===== src/rtl/mem_port_arbiter_pkg.sv =====
// Shared definitions for the data-memory port arbiter: default widths,
// lock FSM encodings and small index helpers.
package mem_port_arbiter_pkg;

    localparam int DEF_NUM_REQ  = 2;
    localparam int DEF_ADDR_W   = 32;
    localparam int DEF_DATA_W   = 32;
    localparam int DEF_RD_LAT   = 1;
    localparam int DEF_LOCK_MAX = 8;

    typedef enum logic {
        LOCK_IDLE = 1'b0,
        LOCK_HELD = 1'b1
    } lock_state_e;

    // Width of a requester ID; never narrower than one bit.
    function automatic int id_width(input int n);
        return (n > 1) ? $clog2(n) : 1;
    endfunction

    // (a + b) mod n, used to rotate into and out of pointer-relative order.
    function automatic int wrap_add(input int a, input int b, input int n);
        return (a + b) % n;
    endfunction

endpackage


===== src/rtl/mem_port_arbiter_rr_pick.sv =====
// Round-robin picker: rotate the request vector so the pointer sits at
// bit 0, priority-encode the lowest set bit, then rotate the result back.
module mem_port_arbiter_rr_pick
    import mem_port_arbiter_pkg::*;
#(
    parameter int NUM_REQ = DEF_NUM_REQ,
    parameter int IDW     = id_width(DEF_NUM_REQ)
) (
    input  logic [NUM_REQ-1:0] i_req,
    input  logic [IDW-1:0]     i_ptr,
    output logic [NUM_REQ-1:0] o_gnt,
    output logic [IDW-1:0]     o_id,
    output logic               o_any
);

    logic [NUM_REQ-1:0] w_rot;
    logic [IDW-1:0]     w_off;
    logic               w_found;

    // Rotate requests so the requester at the pointer becomes bit 0.
    always_comb begin
        w_rot = '0;
        for (int k = 0; k < NUM_REQ; k++) begin
            w_rot[k] = i_req[IDW'(wrap_add(int'(i_ptr), k, NUM_REQ))];
        end
    end

    // Priority-encode: lowest set bit of the rotated vector wins.
    always_comb begin
        w_found = 1'b0;
        w_off   = '0;
        for (int k = 0; k < NUM_REQ; k++) begin
            if (!w_found && w_rot[k]) begin
                w_found = 1'b1;
                w_off   = IDW'(k);
            end else begin
                w_found = w_found;
                w_off   = w_off;
            end
        end
    end

    // Unrotate the winning offset back to an absolute ID and one-hot grant.
    always_comb begin
        o_gnt = '0;
        o_id  = '0;
        o_any = w_found;
        if (w_found) begin
            o_id        = IDW'(wrap_add(int'(i_ptr), int'(w_off), NUM_REQ));
            o_gnt[o_id] = 1'b1;
        end else begin
            o_id = '0;
        end
    end

endmodule


===== src/rtl/mem_port_arbiter.sv =====
// Shares one data-memory port between NUM_REQ requesters: round-robin
// grant, read-data tagging back to the issuer, and an optional bus lock
// with forced release after LOCK_MAX owner grants.
module mem_port_arbiter
    import mem_port_arbiter_pkg::*;
#(
    parameter int NUM_REQ  = DEF_NUM_REQ,
    parameter int ADDR_W   = DEF_ADDR_W,
    parameter int DATA_W   = DEF_DATA_W,
    parameter int RD_LAT   = DEF_RD_LAT,
    parameter int LOCK_MAX = DEF_LOCK_MAX
) (
    input  logic                      clk,
    input  logic                      reset,
    input  logic [NUM_REQ-1:0]        req,
    input  logic [NUM_REQ-1:0]        req_we,
    input  logic [NUM_REQ-1:0]        req_lock,
    input  logic [NUM_REQ*ADDR_W-1:0] req_addr,
    input  logic [NUM_REQ*DATA_W-1:0] req_wdata,
    output logic [NUM_REQ-1:0]        gnt,
    output logic [NUM_REQ-1:0]        rvalid,
    output logic [DATA_W-1:0]         rdata,
    output logic                      lock_abort,
    output logic                      mem_en,
    output logic                      mem_we,
    output logic [ADDR_W-1:0]         mem_addr,
    output logic [DATA_W-1:0]         mem_wdata,
    input  logic [DATA_W-1:0]         mem_rdata
);

    localparam int IDW  = id_width(NUM_REQ);
    localparam int CNTW = $clog2(LOCK_MAX + 1);

    lock_state_e        r_state, w_state_nxt;
    logic [IDW-1:0]     r_owner, w_owner_nxt;
    logic [IDW-1:0]     r_ptr, w_ptr_nxt;
    logic [IDW-1:0]     r_bar_id, w_bar_id_nxt;
    logic               r_bar_vld, w_bar_vld_nxt;
    logic [CNTW-1:0]    r_cnt, w_cnt_nxt, w_cnt_inc;
    logic               r_lock_abort, w_abort_nxt;
    logic [RD_LAT-1:0]  r_tag_vld;
    logic [IDW-1:0]     r_tag_id [RD_LAT];

    logic [NUM_REQ-1:0] w_owner_oh;
    logic [NUM_REQ-1:0] w_elig;
    logic [NUM_REQ-1:0] w_gnt;
    logic [IDW-1:0]     w_win_id;
    logic [IDW-1:0]     w_ptr_inc;
    logic               w_any;
    logic               w_hold;
    logic               w_may_lock;

    // Owner still asserting lock: only the owner is eligible this cycle.
    assign w_hold = (r_state == LOCK_HELD) && req_lock[r_owner];

    // One-hot mask of the current lock owner.
    always_comb begin
        w_owner_oh          = '0;
        w_owner_oh[r_owner] = 1'b1;
    end

    // Eligible requesters; nothing is eligible while reset is asserted.
    always_comb begin
        w_elig = '0;
        if (!reset) begin
            w_elig = '0;
        end else if (w_hold) begin
            w_elig = req & w_owner_oh;
        end else begin
            w_elig = req;
        end
    end

    mem_port_arbiter_rr_pick #(
        .NUM_REQ (NUM_REQ),
        .IDW     (IDW)
    ) u_rr_pick (
        .i_req   (w_elig),
        .i_ptr   (r_ptr),
        .o_gnt   (w_gnt),
        .o_id    (w_win_id),
        .o_any   (w_any)
    );

    assign w_ptr_inc  = (w_win_id == IDW'(NUM_REQ - 1)) ? '0 : (w_win_id + IDW'(1));
    assign w_cnt_inc  = r_cnt + CNTW'(1);
    // A winner asking for lock takes it unless it was just force-released.
    assign w_may_lock = w_any && req_lock[w_win_id] &&
                        !(r_bar_vld && (w_win_id == r_bar_id));

    // Lock FSM next state, RR pointer, relock bar and abort pulse.
    always_comb begin
        w_state_nxt   = r_state;
        w_owner_nxt   = r_owner;
        w_cnt_nxt     = r_cnt;
        w_bar_vld_nxt = r_bar_vld;
        w_bar_id_nxt  = r_bar_id;
        w_abort_nxt   = 1'b0;

        if (w_any) begin
            w_ptr_nxt = w_ptr_inc;
        end else begin
            w_ptr_nxt = r_ptr;
        end

        if (w_any && r_bar_vld && (w_win_id != r_bar_id)) begin
            w_bar_vld_nxt = 1'b0;
        end else begin
            w_bar_vld_nxt = r_bar_vld;
        end

        case (r_state)
            LOCK_IDLE: begin
                if (w_may_lock) begin
                    w_state_nxt = LOCK_HELD;
                    w_owner_nxt = w_win_id;
                    w_cnt_nxt   = CNTW'(1);
                end else begin
                    w_state_nxt = LOCK_IDLE;
                    w_cnt_nxt   = '0;
                end
            end
            LOCK_HELD: begin
                if (!w_hold) begin
                    // Owner released: this cycle arbitrated normally.
                    if (w_may_lock) begin
                        w_state_nxt = LOCK_HELD;
                        w_owner_nxt = w_win_id;
                        w_cnt_nxt   = CNTW'(1);
                    end else begin
                        w_state_nxt = LOCK_IDLE;
                        w_cnt_nxt   = '0;
                    end
                end else if (w_any) begin
                    if (w_cnt_inc >= CNTW'(LOCK_MAX)) begin
                        w_state_nxt   = LOCK_IDLE;
                        w_cnt_nxt     = '0;
                        w_abort_nxt   = 1'b1;
                        w_bar_vld_nxt = 1'b1;
                        w_bar_id_nxt  = r_owner;
                    end else begin
                        w_cnt_nxt = w_cnt_inc;
                    end
                end else begin
                    w_cnt_nxt = r_cnt;
                end
            end
            default: begin
                w_state_nxt = LOCK_IDLE;
                w_cnt_nxt   = '0;
            end
        endcase
    end

    // Lock FSM and arbitration state registers.
    always_ff @(posedge clk or negedge reset) begin
        if (!reset) begin
            r_state      <= LOCK_IDLE;
            r_owner      <= '0;
            r_cnt        <= '0;
            r_ptr        <= '0;
            r_bar_vld    <= 1'b0;
            r_bar_id     <= '0;
            r_lock_abort <= 1'b0;
        end else begin
            r_state      <= w_state_nxt;
            r_owner      <= w_owner_nxt;
            r_cnt        <= w_cnt_nxt;
            r_ptr        <= w_ptr_nxt;
            r_bar_vld    <= w_bar_vld_nxt;
            r_bar_id     <= w_bar_id_nxt;
            r_lock_abort <= w_abort_nxt;
        end
    end

    // Read tag pipeline: issuer ID travels alongside the memory latency.
    always_ff @(posedge clk or negedge reset) begin
        if (!reset) begin
            r_tag_vld <= '0;
            for (int i = 0; i < RD_LAT; i++) begin
                r_tag_id[i] <= '0;
            end
        end else begin
            r_tag_vld[0] <= w_any & ~req_we[w_win_id];
            r_tag_id[0]  <= w_win_id;
            for (int i = 1; i < RD_LAT; i++) begin
                r_tag_vld[i] <= r_tag_vld[i-1];
                r_tag_id[i]  <= r_tag_id[i-1];
            end
        end
    end

    // Memory-side mux driven by the current winner.
    always_comb begin
        gnt    = w_gnt;
        mem_en = w_any;
        mem_we = w_any & req_we[w_win_id];
        if (w_any) begin
            mem_addr  = req_addr[w_win_id*ADDR_W +: ADDR_W];
            mem_wdata = req_wdata[w_win_id*DATA_W +: DATA_W];
        end else begin
            mem_addr  = '0;
            mem_wdata = '0;
        end
    end

    // Read return: steer rvalid to the tagged issuer, zero rdata otherwise.
    always_comb begin
        rvalid = '0;
        rdata  = '0;
        if (r_tag_vld[RD_LAT-1]) begin
            rvalid[r_tag_id[RD_LAT-1]] = 1'b1;
            rdata                      = mem_rdata;
        end else begin
            rvalid = '0;
            rdata  = '0;
        end
    end

    assign lock_abort = r_lock_abort;

endmodule


===== config.mk =====
export PLATFORM = sky130hd
export DESIGN_NAME = mem_port_arbiter
export DESIGN_NICKNAME = d
export VERILOG_FILES = /design/src/rtl/mem_port_arbiter_pkg.sv /design/src/rtl/mem_port_arbiter_rr_pick.sv /design/src/rtl/mem_port_arbiter.sv
export SDC_FILE = /design/constraint.sdc
export NUM_CORES = 1
export LEC_CHECK = 0
export BUFFER_PORTS_ARGS = -buffer_cell sky130_fd_sc_hd__buf_2
export CAP_MARGIN = 20
export CORE_AREA = 2 2 106 108
export CTS_BUF_LIST = sky130_fd_sc_hd__clkbuf_8
export DETAILED_ROUTE_END_ITERATION = 10
export DIE_AREA = 0 0 108 110
export PLACE_DENSITY = 0.64
export SYNTH_ARGS = -nofsm -noshare
export SYNTH_HDL_FRONTEND = slang
export SYNTH_SLANG_ARGS = --single-unit

===== constraint.sdc =====
create_clock -name clk -period 1.3 [get_ports clk]
set_input_delay 0.065 -clock clk [delete_from_list [all_inputs] [get_ports clk]]
set_output_delay 0.065 -clock clk [all_outputs]
set_load 0.02 [all_outputs]

==> summary.md, run 1 <==
| Metric | Value |
|---|---|
| CTS Buffer Depth | `2` |
| Mapped Area | `1780 um2` |
| Iter 0 DRT Violations | `44` |
| Ys flop type | `dfrtp_1` |
| RSZ-0062 raised after global routing | `yes` |
| Final Instance Area | `4900 um2` |
| Count leader, synth | `nor2_1` |
| Ports | `271` |
| Final wirelength | `9710 um` |
| Detail Route Antenna Nets | `0` |
| Pwr Total | `6.05 mW` |
| Vias in the first global route | `2436` |
| Most area-consuming cells after synthesis | `mux2i_1, dfrtp_1, nor2_1, and2_1, buf_2` |
| Hold slack final | `0.183 ns` |
| GRT Overall Usage | `0.118` |
| Remaining Overflow, GRT | `0` |
| Final setup viols | `93` |
| CTS Buf Count | `3` |
| Hold WC Path Type | `input pin to flip-flop` |
| Worst skew pair latency | `0.24 ns` |
| Residual DRC count | `0` |
| Final Hold Fails | `0` |
| Filler cells | `1051` |
| Antenna violations before repair | `0` |
| Core ar. | `10700 um2` |
| WP data required | `1.24 ns` |
| Status | `complete, but fails checks` |
| Slew HR | `0.720` |
| Post-route minimum period | `1.60 ns` |
| Synthesis-stage register bit count | `12` |
| Final max-slew violation count | `0` |
| Fraction of layout cells with a size suffix above 1 | `0.792` |
| Top cells by count, synth | `nor2_1, mux2i_1, and2_1, buf_2, dfrtp_1` |
| Crit. End Element | `output pin` |
| CTS sink cnt | `12` |
| Pwr per Cell Area | `1230 nW/um2` |
| EDFF count, synth | `0` |
| Setup slack after layout | `-0.299 ns` |
| Placed cell areas | `3550 um2` |
| Crit path max fanout | `13` |
| # rows | `38` |
| Buffers added on ports | `269` |
| Non-filler cells, final | `678` |
| # Max-Cap Violations | `0` |
| Synth cell types | `26` |
| Worst slack, placed | `-0.0531 ns` |
| CTS tree | `done` |
| Via density | `4.24` |
| Clk_skew | `0.000779 ns` |
| Critical path class | `flip-flop to output pin` |
| Root Buffer | `clkbuf_8` |
| Pre-antenna DRT Iters | `4` |
| Worst vdd ir | `0.647 mV` |
| Yosys top cell by area | `mux2i_1` |
| H-tree Lvls | `1` |
| Leakage power total | `2.48 nW` |
| Clock transition at path regs | `0.05 ns` |
| Routed wire per std cell | `14.3 um` |
| Area added between synthesis and finish | `176%` |
| Mean Syn Cell Area | `7.62 um2` |
| Pin count of the biggest net entering global routing | `35` |
| Measured slew at the worst slew-check pin | `0.419 ns` |
| Chip height | `110 um` |
| Synth top area share | `0.372` |
| GP Congestion | `0.748` |
| Area of the multi-input gates | `1990 um2` |
| Starting Density | `0.166` |
| Nets@finish | `708` |
| Area of the die | `11900 um2` |
| CP startpoint kind | `flip-flop` |
| Worst path arrival time | `1.53 ns` |
| Total number of vias | `2876` |
| Area occupied by registers | `308 um2` |
| Yosys warns | `0` |
| N_diodes | `0` |
| Fmax | `625 MHz` |
| Syn_nets | `402` |
| Ys async rst share | `1.00` |
| Failing checks | `negative setup slack` |
| Cells after DPL | `655` |
| Die span in x | `108 um` |
| Cells after synthesis | `233` |
| First-pass GRT wire length | `11100 um` |
| Dpl hpwl | `6940 um` |
| Crit share post-route | `1.23` |
| Sequential fraction of the synthesis area | `0.169` |
[through the flow]
| step | TNS, ns | utilization |
|---|---|---|
| after floorplan | 0 | - |
| after global placement | -0.369 | 0.332 |
| after detailed placement | -0.974 | 0.332 |
| after CTS | -13.41 | 0.376 |
| after global routing | -21.89 | 0.458 |
| final | -16.91 | 0.458 |
[where the power goes]
group | total [mW] | leakage [nW] | switching [mW] | internal, mW
logic | 5.12 | 2.30 | 2.31 | 2.81
registers | 0.521 | 0.158 | 0.0767 | 0.444
clock network | 0.411 | 0.0288 | 0.143 | 0.268
total | 6.05 | 2.48 | 2.53 | 3.52
[critical path, cell delays in order, from the launching register on]
cell	delay [ns]
dfrtp_4	0.51
buf_12	0.17
buf_4	0.16
mux2i_2	0.26
nor2_4	0.05
buf_6	0.13
[logic make-up after synthesis]
family / after synthesis / synth area share
xor+xnor: 3 / 0.0148
buf+inv: 21 / 0.0620
simple gates: 122 / 0.335
fa+ha+maj: 1 / 0.00705
mux: 68 / 0.389
compound gates: 6 / 0.0226
flops: 12 / 0.169
[sequential cells by signal, indices dropped and copies added, names as in the netlist]
signal      count
r_cnt           4
lock_abort      1
r_bar_id        1
r_bar_vld       1
r_owner         1
r_ptr           1
r_state         1
r_tag_id        1
r_tag_vld       1
[layer usage]
metal / routed length [um] / vias to the layer above / global-route usage
li1: - / 1387 / -
met1: 3060 / 1301 / 0.122
met2: 5660 / 173 / 0.251
met3: 859 / 15 / 0.0218
met4: 129 / 0 / 0.0110
met5: 0 / - / 0
[cells in the final DEF (no fill, tap or decap), types with 3 or more instances in the layout]
cell        n
nor2_4     33
mux2i_1    39
nand3_2     3
and2_1     35
buf_6      67
buf_12      9
nand2_1     4
buf_2     201
nor2_2     27
buf_4      37
dfrtp_1    10
clkbuf_8    4
nor2_1      8
mux2i_4    18
mux2i_2     9
[timing repair]
action,in CTS,in global routing
setup buffers,10,5
pin swaps,6,13
gates cloned,1,2
gates resized for setup,96,199
hold buffers,1,0
setup endpoints to repair,108,78
hold endpoints to repair,12,0
[path summary, 6_finish.rpt]
path	from	to	slack, ns	cells after the start
worst max-delay path	r_ptr$_DFFE_PN0P_	mem_wdata[5]	-0.30	5
worst min-delay path	req_we[0]	r_tag_vld$_DFF_PN0_	0.18	3
worst max register to register	r_owner$_DFFE_PN0P_	r_owner$_DFFE_PN0P_	-0.27	6
worst min register to register	r_bar_vld$_DFF_PN0_	r_bar_vld$_DFF_PN0_	0.54	2
max in group asynchronous	reset	r_tag_vld$_DFF_PN0_	0.77	3
min in group asynchronous	reset	r_owner$_DFFE_PN0P_	0.36	3
[cell type report]
cell class | instances | area share
Clock buffer | 4 | 0.0112
Inverter | 1 | 0.00332
Sequential cell | 12 | 0.0628
Timing Repair Buffer | 321 | 0.482
Tap cell | 140 | 0.0357
Multi-Input combinational cell | 200 | 0.405
(Power assumes the default switching activity.)
==> run 2, diff against run 1 <==
REMOVE_ABC_BUFFERS = 1   (was not set)
==> run 2 against run 1 <==
Compared with the run above: the run still ends with negative setup slack left; cell count is 0.15% lower; clock skew is 0.0010 ns higher; core utilization is 1.4 points lower; via count is 1.4% lower; worst setup slack worse by 0.051 ns; global-route usage is 0.88 points higher; hold slack worse by 0.035 ns; non-clock buffer count is 2 lower; design area is 3.1% lower; clock-buffer cell count stayed put; register-to-register slack hardly changed; largest power group unchanged; die area stayed put.
==> summary.md, run 2 (synthesis gave the netlist of run 1 again) <==
| Metric | Value |
|---|---|
| Status | `complete, but fails checks` |
| Failing checks | `negative setup slack` |
| Hold slack final | `0.148 ns` |
| Worst slack, placed | `-0.0985 ns` |
| Fmax | `606 MHz` |
| First-pass GRT wire length | `12000 um` |
| Crit. End Element | `output pin` |
| Internal | `3.19 mW` |
| Leakage power total | `2.49 nW` |
| Most frequent cells in the layout | `buf_2, buf_6, buf_4, mux2i_1, nor2_4` |
| Cells after DPL | `651` |
| Final max-slew violation count | `0` |
| GRT Overall Usage | `0.127` |
| Die span in x | `108 um` |
| Buffers added on ports | `269` |
| Final setup viols | `77` |
| Worst skew pair latency | `0.24 ns` |
| Worst Hold Path EP | `r_tag_vld$_DFF_PN0_` |
| Starting Density | `0.166` |
| Ports | `271` |
| Nets@finish | `706` |
| Critical path class | `flip-flop to output pin` |
| Non-filler cells, final | `677` |
| Worst path arrival time | `1.59 ns` |
| Chip height | `110 um` |
| Antenna violations before repair | `1` |
| Slew HR | `0.769` |
| Worst R2R Path Depth | `5` |
| Vias in the first global route | `2536` |
| Worst hold path depth | `3` |
| Reg2reg end | `r_cnt[2]$_DFFE_PN0P_` |
| Switching Share | `0.434` |
| Routed wire per std cell | `14.1 um` |
| Area added between synthesis and finish | `168%` |
| Hold WC Path Type | `input pin to flip-flop` |
| Setup slack after layout | `-0.350 ns` |
| Seq pwr share | `0.092` |
| RSZ-0062 raised after global routing | `yes` |
| Post-route minimum period | `1.65 ns` |
| CP startpoint kind | `flip-flop` |
| P_sw | `2.45 mW` |
| Remaining Overflow, GRT | `0` |
| Min-delay src | `req_we[0]` |
| # rows | `38` |
| Measured slew at the worst slew-check pin | `0.337 ns` |
| Setup tns final | `-20.31 ns` |
| Clock Power Share | `0.076` |
| Residual DRC count | `0` |
| Core ar. | `10700 um2` |
| Dpl hpwl | `6450 um` |
| CTS sink cnt | `12` |
| Area of the die | `11900 um2` |
| Max reg flops | `4` |
| WP data required | `1.24 ns` |
| Most common cell after layout, fill and taps aside | `buf_2` |
| # Max-Cap Violations | `0` |
| Clock transition at path regs | `0.06 ns` |
| Pin count of the biggest net entering global routing | `35` |
| Total number of vias | `2835` |
| Final Hold Fails | `0` |
| Filler cells | `1022` |
| CTS Buffer Depth | `2` |
| Final wirelength | `9560 um` |
| H-tree Lvls | `1` |
| FF-to-FF Start | `r_owner$_DFFE_PN0P_` |
| R2R setup slack | `-0.26 ns` |
| Largest Register | `r_cnt` |
| Pwr Total | `5.63 mW` |
| CTS tree | `done` |
| GP Congestion | `0.762` |
| Iter 0 DRT Violations | `74` |
| Crit share post-route | `1.27` |
| Crit path max fanout | `8` |
| Comb power frac | `0.832` |
| Via density | `4.19` |
| Worst vdd ir | `0.606 mV` |
| CTS Buf Count | `3` |
| Clk_skew | `0.00180 ns` |
| Fraction of layout cells with a size suffix above 1 | `0.765` |
| Detail Route Antenna Nets | `0` |
| Pre-antenna DRT Iters | `4` |
| Root Buffer | `clkbuf_8` |
| Pwr per Cell Area | `1190 nW/um2` |
-- run 2: worst max-delay path by stage --
stage,from,end,slack (ns),cells after the start
6_report,r_owner$_DFFE_PN0P_,mem_addr[12],-0.35,7
5_1_grt,r_owner$_DFFE_PN0P_,mem_addr[26],-0.41,7
4_1_cts,r_ptr$_DFFE_PN0P_,mem_wdata[21],-0.28,5
3_5_place_dp,r_owner$_DFFE_PN0P_,r_cnt[2]$_DFFE_PN0P_,-0.1,4
3_3_place_gp,r_owner$_DFFE_PN0P_,mem_wdata[29],-0.05,6
2_1_floorplan,r_ptr$_DFFE_PN0P_,r_owner$_DFFE_PN0P_,-1.95,3
-- run 2: layout make-up --
class | count | area (um2) | share of cell area
tap | 140 | 175 | 0.0369
antenna | 1 | 2.50 | 0.000527
inverter | 1 | 11.3 | 0.00237
timing repair buffer | 319 | 2290 | 0.482
clock buffer | 4 | 55.1 | 0.0116
multi-input combinational | 200 | 1910 | 0.402
sequential | 12 | 304 | 0.0640
-- run 2: what timing repair did --
action / in CTS / in global routing
resized for setup: 147 / 120
pin swaps: 11 / 27
endpoints found under the setup margin: 73 / 77
hold buffers: 1 / 0
buffers inserted: 10 / 5
endpoints found under the hold margin: 12 / 0
gates cloned: 3 / 3
-- run 2: worst max-delay path: stages (launching register included) --
cell and delay, ns:
dfrtp_1 0.41, nand3_2 0.11, nand3_4 0.12, buf_12 0.15, buf_12 0.14, buf_8 0.15
nor2_1 0.10, buf_4 0.14
-- run 2: routing by layer --
metal | vias to the layer above | GRT usage | wire, um | share of wire
li1 | 1377 | - | - | -
met1 | 1273 | 0.140 | 3250 | 0.34
met2 | 175 | 0.247 | 5230 | 0.55
met3 | 10 | 0.0300 | 955 | 0.10
met4 | 0 | 0.0238 | 121 | 0.013
met5 | - | 0 | 0 | 0
-- run 2: per-stage QoR --
step	area [um2]	utilization
5_1_grt	4750	0.444
3_3_place_gp	3470	0.324
6_report	4750	0.444
3_5_place_dp	3470	0.324
4_1_cts	4180	0.390
2_1_floorplan	1670	-
-- run 2: power groups by stage --
stage	Sequential, mW	Clock [mW]	Combinational, mW
floorplan	0.708	0	1.20
global placement	0.520	0	3.24
detailed placement	0.523	0	3.25
CTS	0.507	0.429	3.94
global route	0.527	0.459	4.97
finish	0.518	0.429	4.68
==> run 3, diff against run 2 <==
ABC_AREA = 1   (was not set)
PLACE_DENSITY = 0.61   (was 0.64)
==> run 3 against run 2 <==
Compared with the run above: the run still ends with negative setup slack left; core utilization decreased by 8.8 points; clock power decreased by 21%; sequential share of layout area is 1.5 points higher; design area decreased by 20%; synthesized cell count down 5.6%; hold slack got worse by 0.057 ns; global-route usage shrank 0.078 points; cell count down 4.0%; first-iteration DRC count grew 73%; total power decreased by 61%; critical path type unchanged; critical endpoint is now mem_addr[16].
==> summary.md, run 3 <==
| Metric | Value |
|---|---|
| Hold slack final | `0.0910 ns` |
| Starting Density | `0.145` |
| Core ar. | `10700 um2` |
| Yosys warns | `0` |
| Crit. End Element | `output pin` |
| Slew HR | `0.775` |
| Most common cell after layout, fill and taps aside | `buf_2` |
| Area of the multi-input gates | `1030 um2` |
| CTS sink cnt | `12` |
| GP Congestion | `0.767` |
| Final wirelength | `9320 um` |
| Nets@finish | `681` |
| Count leader, synth | `a22o_1` |
| N_diodes | `0` |
| Leakage power total | `2.40 nW` |
| CP startpoint kind | `flip-flop` |
| RSZ-0062 raised after global routing | `yes` |
| Failing checks | `negative setup slack` |
| Ys async rst share | `1.00` |
| Yosys top cell by area | `a22o_1` |
| H-tree Lvls | `1` |
| Ys flop type | `dfrtp_1` |
| First-pass GRT wire length | `11800 um` |
| Worst path arrival time | `1.57 ns` |
| Ports | `271` |
| Area of the die | `11900 um2` |
| Iter 0 DRT Violations | `128` |
| Largest Register | `r_cnt` |
| Top cells by count, synth | `a22o_1, nand2_1, inv_1, dfrtp_1` |
| Final setup viols | `77` |
| Most area-consuming cells after synthesis | `a22o_1, dfrtp_1, nand2_1, inv_1, buf_6` |
| Setup slack after layout | `-0.334 ns` |
| Remaining Overflow, GRT | `0` |
| Crit share post-route | `1.26` |
| Root Buffer | `clkbuf_8` |
| Status | `complete, but fails checks` |
| Synth cell types | `20` |
| Mean Syn Cell Area | `7.03 um2` |
| Worst R2R Path Depth | `8` |
| Mapped Area | `1550 um2` |
| Worst slack, placed | `-0.0893 ns` |
| Worst hold path depth | `4` |
| Total number of vias | `2753` |
| Filler cells | `1131` |
| Chip height | `110 um` |
| Routed wire per std cell | `14.3 um` |
| CTS Buf Count | `3` |
| Clk_skew | `0.00734 ns` |
| Clock transition at path regs | `0.06 ns` |
| Die span in x | `108 um` |
| Antenna violations before repair | `0` |
| Crit path max fanout | `17` |
| Dpl hpwl | `6670 um` |
| Synthesis-stage register bit count | `12` |
| EDFF count, synth | `0` |
| Cells after synthesis | `220` |
| Vias in the first global route | `2482` |
| # Max-Cap Violations | `0` |
| Post-route minimum period | `1.63 ns` |
| Most frequent cells in the layout | `buf_2, buf_4, a22o_1, nand2_1, inv_1` |
| Measured slew at the worst slew-check pin | `0.337 ns` |
| Fmax | `612 MHz` |
| Hold WC Path Type | `input pin to flip-flop` |
| Fraction of layout cells with a size suffix above 1 | `0.643` |
| Pwr per Cell Area | `573 nW/um2` |
| Buffers added on ports | `269` |
| CTS tree | `done` |
| Critical path class | `flip-flop to output pin` |
| Pin count of the biggest net entering global routing | `35` |
| WP data required | `1.24 ns` |
| Synth top area share | `0.362` |
| Worst vdd ir | `0.241 mV` |
| Final max-slew violation count | `0` |
| GRT Overall Usage | `0.126` |
| Area added between synthesis and finish | `147%` |
| Via density | `4.24` |
| Area occupied by registers | `300 um2` |
| Detail Route Antenna Nets | `0` |
| # rows | `38` |
| Final Hold Fails | `0` |
| Residual DRC count | `0` |
| Max reg flops | `4` |
| Worst skew pair latency | `0.24 ns` |
| Final core occ | `0.356` |
| CTS Buffer Depth | `2` |
| Sequential fraction of the synthesis area | `0.194` |
| Pre-antenna DRT Iters | `4` |
[run 3: cell types whose count changed in the layout (fill, tap and decap cells not counted), sizes merged, moves of 4 or more]
cell	before	now
nand2	5	51
nor2	68	9
buf	315	303
nand4	0	4
mux2i	66	0
inv	1	43
and2	36	0
a22o	0	64
[run 3: where the power goes]
part	total, mW	internal, mW	leakage, nW	switching, mW
Sequential	0.423	0.397	0.157	0.0259
Clock	0.341	0.204	0.0216	0.137
Combinational	1.42	0.728	2.22	0.693
[run 3: through the flow]
step	total power [mW]	cells	setup TNS, ns	area [um2]
after floorplan	0.955	201	-77.51	1400
after global placement	1.52	627	-3.07	3110
after detailed placement	1.52	627	-4.32	3110
after CTS	2.10	646	-21.75	3610
after global routing	2.32	650	-26.71	3810
final	2.18	650	-20.93	3810
[run 3: kinds of logic (layout without fill, tap and decap cells)]
kind of cell	count (synthesis)	after routing	synth area share
compound gates	72	72	0.388
fa+ha+maj	1	1	0.00809
simple gates	72	72	0.206
flops	12	12	0.194
buf+inv	62	352	0.198
xor+xnor	1	1	0.00566
[run 3: final cells by class]
class,count,area share
clock buffer,3,0.0108
inverter,43,0.0449
multi-input combinational,146,0.271
sequential,12,0.0787
tap,140,0.0459
timing repair buffer,306,0.548
[run 3: repair_timing]
| item | 4_1_cts | 5_1_grt |
|---|---|---|
| setup endpoints to repair | 72 | 78 |
| pin swaps | 5 | 4 |
| resized for setup | 93 | 41 |
| hold endpoints to repair | 12 | 0 |
| buffers inserted | 12 | 3 |
| hold buffers | 1 | 0 |
| cloned | 4 | 2 |
[run 3: routing by layer]
layer / global-route usage / up-vias / wire (um)
li1: - / 1335 / -
met1: 0.156 / 1228 / 3620
met2: 0.235 / 182 / 4740
met3: 0.0200 / 8 / 888
met4: 0.0165 / 0 / 76
met5: 0 / - / 0
[run 3: path summary, 6_finish.rpt]
path / from / end / slack, ns
max: r_owner$_DFFE_PN0P_ / mem_addr[16] / -0.33
min: req_we[0] / r_tag_vld$_DFF_PN0_ / 0.09
max reg2reg: r_owner$_DFFE_PN0P_ / r_cnt[1]$_DFFE_PN0P_ / -0.13
min reg2reg: r_cnt[1]$_DFFE_PN0P_ / r_cnt[1]$_DFFE_PN0P_ / 0.52
max in group asynchronous: reset / r_bar_vld$_DFF_PN0_ / 0.84
min in group asynchronous: reset / r_tag_vld$_DFF_PN0_ / 0.29
[run 3: worst max-delay path, stage by stage (launching register included)]
cell and delay (ns):
dfrtp_1 0.38, nand3_4 0.10, buf_6 0.14, nand3_4 0.08, inv_8 0.07, buf_16 0.15
a22o_1 0.22, buf_4 0.16
